==> src/rtl/mem_stage_responder.sv <==
// ---------------------------------------------------------------------------
// mem_stage_responder
//   MEM-stage responder for the decoder's LDR/STR memory-control interface.
//   Services one access at a time from an internal word memory with a fixed
//   latency of WAIT_CYCLES cycles. ready drops while an access is in flight.
//   The pipeline freezes while ready is low.
//
//   Optional feature macro: MEM_ADDR_CHECK_EN.
//   When it is defined, a misaligned or out-of-window address is flagged on
//   err and the access is suppressed. When it is undefined, err is tied to 0
//   and out-of-window addresses alias into the memory.
//
// Ports
//   clk       in   rising-edge clock
//   rst       in   asynchronous, active-low reset
//   mem_r_en  in   load request, held by upstream until ready
//   mem_w_en  in   store request, held by upstream until ready (wins over load)
//   addr      in   byte address from EXE
//   wdata     in   store data
//   rdata     out  registered load data, valid in DONE, held until next read
//   ready     out  1 = idle with no request, or access completing
//   err       out  address-fault pulse during DONE
// ---------------------------------------------------------------------------
module mem_stage_responder #(
    parameter int DATA_W      = 32,
    parameter int DEPTH       = 64,
    parameter int BASE_ADDR   = 1024,
    parameter int WAIT_CYCLES = 3
) (
    input  logic              clk,
    input  logic              rst,
    input  logic              mem_r_en,
    input  logic              mem_w_en,
    input  logic [DATA_W-1:0] addr,
    input  logic [DATA_W-1:0] wdata,
    output logic [DATA_W-1:0] rdata,
    output logic              ready,
    output logic              err
);

    localparam int IDX_W = $clog2(DEPTH);
    localparam int CNT_W = (WAIT_CYCLES > 1) ? $clog2(WAIT_CYCLES) : 1;
    localparam logic [DATA_W-1:0] LO_ADDR = DATA_W'(BASE_ADDR);

    typedef enum logic [1:0] {S_IDLE, S_ACCESS, S_DONE} state_t;

    state_t             r_state;
    logic [CNT_W-1:0]   r_cnt;
    logic [IDX_W-1:0]   r_idx;
    logic [DATA_W-1:0]  r_wdata;
    logic               r_wr;
    logic [DATA_W-1:0]  r_rdata;
    logic [DATA_W-1:0]  r_mem [DEPTH];

    logic               w_req;
    logic [DATA_W-1:0]  w_off;
    logic [IDX_W-1:0]   w_idx;
    logic               w_fin;
    logic               w_fault;   // fault seen on the live address (acceptance)
    logic               w_flt_q;   // fault latched for the in-flight access
    logic               w_mem_we;
    logic               w_unused;

    assign w_req = mem_r_en | mem_w_en;
    // Wrapping subtraction; the low two bits and everything above the index
    // drop out, which gives the mod-DEPTH aliasing for free.
    assign w_off    = addr - LO_ADDR;
    assign w_idx    = w_off[IDX_W+1:2];
    assign w_unused = ^{w_off[DATA_W-1:IDX_W+2], w_off[1:0]};

    assign w_fin    = (r_state == S_ACCESS) && (r_cnt == '0);
    assign w_mem_we = w_fin && r_wr && !w_flt_q;
    assign ready    = ((r_state == S_IDLE) && !w_req) || (r_state == S_DONE);
    assign rdata    = r_rdata;

`ifdef MEM_ADDR_CHECK_EN
    localparam logic [DATA_W-1:0] HI_ADDR = DATA_W'(BASE_ADDR + 4 * DEPTH);

    logic r_fault;
    logic r_err;

    assign w_fault = (addr[1:0] != 2'b00) || (addr < LO_ADDR) || (addr >= HI_ADDR);
    assign w_flt_q = r_fault;
    assign err     = r_err;

    always_ff @(posedge clk or negedge rst) begin
        if (!rst) begin
            r_fault <= 1'b0;
            r_err   <= 1'b0;
        end else begin
            if (r_state == S_IDLE && w_req) r_fault <= w_fault;
            // err is high for exactly the DONE cycle
            r_err <= w_fin && r_fault;
        end
    end
`else
    assign w_fault = 1'b0;
    assign w_flt_q = w_fault;
    assign err     = 1'b0;
`endif

    always_ff @(posedge clk or negedge rst) begin
        if (!rst) begin
            r_state <= S_IDLE;
            r_cnt   <= '0;
            r_idx   <= '0;
            r_wdata <= '0;
            r_wr    <= 1'b0;
            r_rdata <= '0;
        end else begin
            case (r_state)
                S_IDLE: begin
                    if (w_req) begin
                        r_idx   <= w_idx;
                        r_wdata <= wdata;
                        r_wr    <= mem_w_en;
                        r_cnt   <= CNT_W'(WAIT_CYCLES - 1);
                        r_state <= S_ACCESS;
                    end
                end
                S_ACCESS: begin
                    if (r_cnt == '0) begin
                        if (!r_wr) r_rdata <= w_flt_q ? '0 : r_mem[r_idx];
                        r_state <= S_DONE;
                    end else begin
                        r_cnt <= r_cnt - CNT_W'(1);
                    end
                end
                // The request still visible in DONE is the one just served
                S_DONE:  r_state <= S_IDLE;
                default: r_state <= S_IDLE;
            endcase
        end
    end

    // Memory contents survive reset. A write is committed only from ACCESS,
    // which reset leaves immediately, so a pending write is dropped.
    always_ff @(posedge clk) begin
        if (w_mem_we) r_mem[r_idx] <= r_wdata;
    end

endmodule

==> config.mk <==
export PLATFORM = sky130hd
export DESIGN_NAME = mem_stage_responder
export DESIGN_NICKNAME = d
export VERILOG_FILES = /design/src/rtl/mem_stage_responder.sv
export SDC_FILE = /design/constraint.sdc
export NUM_CORES = 2
export LEC_CHECK = 0
export BUFFER_PORTS_ARGS = -buffer_cell sky130_fd_sc_hd__buf_2
export CORE_ASPECT_RATIO = 1.75
export CORE_UTILIZATION = 50
export CTS_CLUSTER_DIAMETER = 100
export CTS_CLUSTER_SIZE = 16
export DETAILED_ROUTE_END_ITERATION = 8
export PLACE_DENSITY = 0.75
export SKIP_LAST_GASP = 1
export SLEW_MARGIN = 20
export SYNTH_ARGS = -nofsm -noshare
export SYNTH_HDL_FRONTEND = slang
export SYNTH_SLANG_ARGS = --single-unit
export TNS_END_PERCENT = 1
==> constraint.sdc <==
create_clock -name clk -period 5.1 [get_ports clk]
set_input_delay 1.02 -clock clk [delete_from_list [all_inputs] [get_ports clk]]
set_output_delay 1.02 -clock clk [all_outputs]
set_load 0.02 [all_outputs]
==> impl_metrics.json <==
{
  "num_rows": 195,
  "synth_common_cells": "edfxtp_1, mux2i_1, a22oi_1",
  "slew_headroom_pct": 17.05,
  "arrival_ns": 4.29,
  "worstPathMaxFanout": 30,
  "total_power_mw": 49.71,
  "ys_ff_latch": 2123,
  "hold_viol_final": 0,
  "min_path_type": "in2async",
  "fin_crit_sh_pct": 75.27,
  "netlist_instances": 3930,
  "synthFlopType": "edfxtp_1",
  "avgSynthCellArea_um2": 20.66,
  "p_leak_nw": 28.76,
  "p_per_area_nw_per_um2": 555.5,
  "critPathLaunch": "r_idx[0]",
  "post-cts-setup-buffer-count": 0,
  "critPathMaxStageDelay_ns": 1.00,
  "cts_resized": 0,
  "async_flop_share_pct": 3.533,
  "crit_path_end_kind": "flop",
  "status": "finished, final reports clean",
  "holdWs_ns": 0.2866,
  "drtIter0Drc": 4920,
  "die_y_um": 535.0,
  "grt_util_met1_pct": 28.38,
  "cts_tree": "built",
  "synthToLayoutAreaGrowth_pct": 10.25,
  "fin_tns_setup_ns": 0,
  "grt_pass1_wl_um": 286900,
  "start_util_pct": 50.34,
  "fmax_mhz": 260.5,
  "wirelength_um": 204100,
  "grt_use_met2_pct": 42.83,
  "syn_area_um2": 81180,
  "grt.busiest_layer": "met2",
  "crit_path_start_kind": "flop",
  "drc": 0,
  "antenna_found_initial": 8,
  "synth_top_area_share_pct": 75.76,
  "path_class": "reg2reg",
  "grt_use_met3_pct": 3.092,
  "ant_nets": 0,
  "cts.reportedPaths.clkPinSlew_ns": 0.07,
  "gr-total-overflow": 0,
  "ir_drop_mv": 0.9091,
  "dp_cells": 6085,
  "first_pass_iters": 6,
  "cp_cell_sequence": "buf_4 > nor2_1 > nand2_1 > nor2_4 > buf_4",
  "drive_above_1_share_pct": 19.90,
  "tightest_slew_ns": 1.231,
  "synth-edff-count": 2048,
  "io_buffers": 74,
  "hpwl_um": 119800,
  "fin_skew_ns": 0.04193,
  "die_area_um2": 164000,
  "gp_congestion": 0.9310,
  "via_per_inst": 6.350,
  "fin_cells": 6310,
  "grt_max_degree": 127,
  "fill_cells": 11720,
  "cap_viol_max_count": 0,
  "synthesis.nets": 3999,
  "grt_pass1_vias": 40662,
  "clkSinkCount": 2123,
  "worstPathRequired_ns": 5.56,
  "numCtsBuffers": 158,
  "holdBufCountCts": 0,
  "drv_slew": 0,
  "dieWidth_um": 306.6,
  "fin_nets": 4152,
  "vias": 40071,
  "slowest_stage": "nor2_4",
  "core_area_um2": 161300,
  "synth.most_common_cell": "edfxtp_1",
  "yosys_warnings": 0,
  "rsz0062_at_grt": "false",
  "io_pins": 102,
  "htree_levels": 4,
  "grt_usage_pct": 24.76,
  "crit_top_cell": "buf_4",
  "ff_latch_area_um2": 63440,
  "clockRootBuffer": "clkbuf_16",
  "synth_area_leader_cell": "edfxtp_1",
  "ctsLongestPathBuffers": 4,
  "multiInputGateArea_um2": 17280,
  "fin_crit_ns": 3.839,
  "r2r_start": "r_idx[0]",
  "clk-insertion-delay-late_ns": 0.79,
  "synth_cell_type_count": 39,
  "yosys-top-cells-area": "edfxtp_1, mux4_2, mux2i_1",
  "synth_seq_area_share_pct": 78.07,
  "setup_violations": 0,
  "detail_route.wl_per_cell_um": 32.35
}
-- logic make-up after synthesis --
kind of cell	Yosys count	synth area share [%]
AO/OA/AOI/OAI	373	3.497
adder cells (fa/ha/maj)	1	0.01541
buffers and inverters	233	1.341
flip-flops	2123	78.07
multiplexers	878	15.13
other	1	0.004619
AND/OR/NAND/NOR	321	1.944
-- worst paths after layout --
check | to | slack [ns] | cells after the start
min | r_wdata[28] | 0.29 | 1
min reg2reg | r_cnt[0] | 0.50 | 1
min in group clk | r_wdata[21] | 0.46 | 2
max reg2reg | r_mem[36][28] | 1.26 | 5
max in group asynchronous | r_idx[1] | 3.70 | 2
max | r_mem[36][28] | 1.26 | 5
-- placed cells by master, fill, tap and decap left out, types with 5 or more instances in the layout --
cell and count:
a31oi_1 7, mux2i_1 561, o21ai_0 6, nand2_1 28
nand3_1 123, nand4_1 30, a21oi_1 7, o211ai_1 28
mux2_2 42, nor2b_4 5, clkbuf_1 53, buf_12 17
nor2_1 14, nor2b_1 6, buf_4 128, and2_1 29
o32a_1 28, dfrtp_4 7, buf_2 73, edfxtp_1 2048
dfrtp_2 29, clkbuf_16 161, a22oi_1 281, mux4_2 275
nor2_4 67, dfrtp_1 39
-- per-stage QoR --
| step | worst slack (ns) | utilization [%] | cell area (um2) |
|---|---|---|---|
| floorplan | 1.511 | - | 81180 |
| finish | 1.261 | 55.49 | 89500 |
| global placement | 1.470 | 52.75 | 85070 |
| CTS | 1.365 | 55.41 | 89360 |
| detailed placement | 1.407 | 52.77 | 85100 |
| global route | 1.231 | 55.49 | 89490 |
-- final cells by class --
cell class	count	area share, %
flip-flops and latches	2123	70.88
diodes	2	0.005592
clock inverters	4	0.03775
multi-input cells	1574	19.31
clock buffers	214	4.724
repair buffers	223	1.998
inverters	3	0.01258
well taps	2167	3.030
-- power by group --
part,internal (mW),switching [mW]
clock,5.75,5.54
combinational,5.18,9.51
sequential,22.1,1.64
-- state kept, by name, indices dropped and copies added, names as in the netlist --
register	flops
rdata	32
r_wdata	32
r_state	2
r_cnt	2
r_wr	1
r_mem	2048
r_idx	6
-- worst max-delay path, delay by kind of cell (launching register included) --
family	cells	cell delay, ns
flip-flops	1	0.79
buffers and inverters	2	0.73
AND/OR/NAND/NOR	3	1.91
-- layer usage --
layer / routed length (um) / vias up / share of wire [%]
met1: 67840 / 20978 / 33
met5: 0 / - / 0
met4: 16900 / 0 / 8.3
met3: 14130 / 520 / 6.9
met2: 105200 / 2090 / 52
li1: - / 16483 / -
Note: power is estimated with default switching activity, not from simulation.
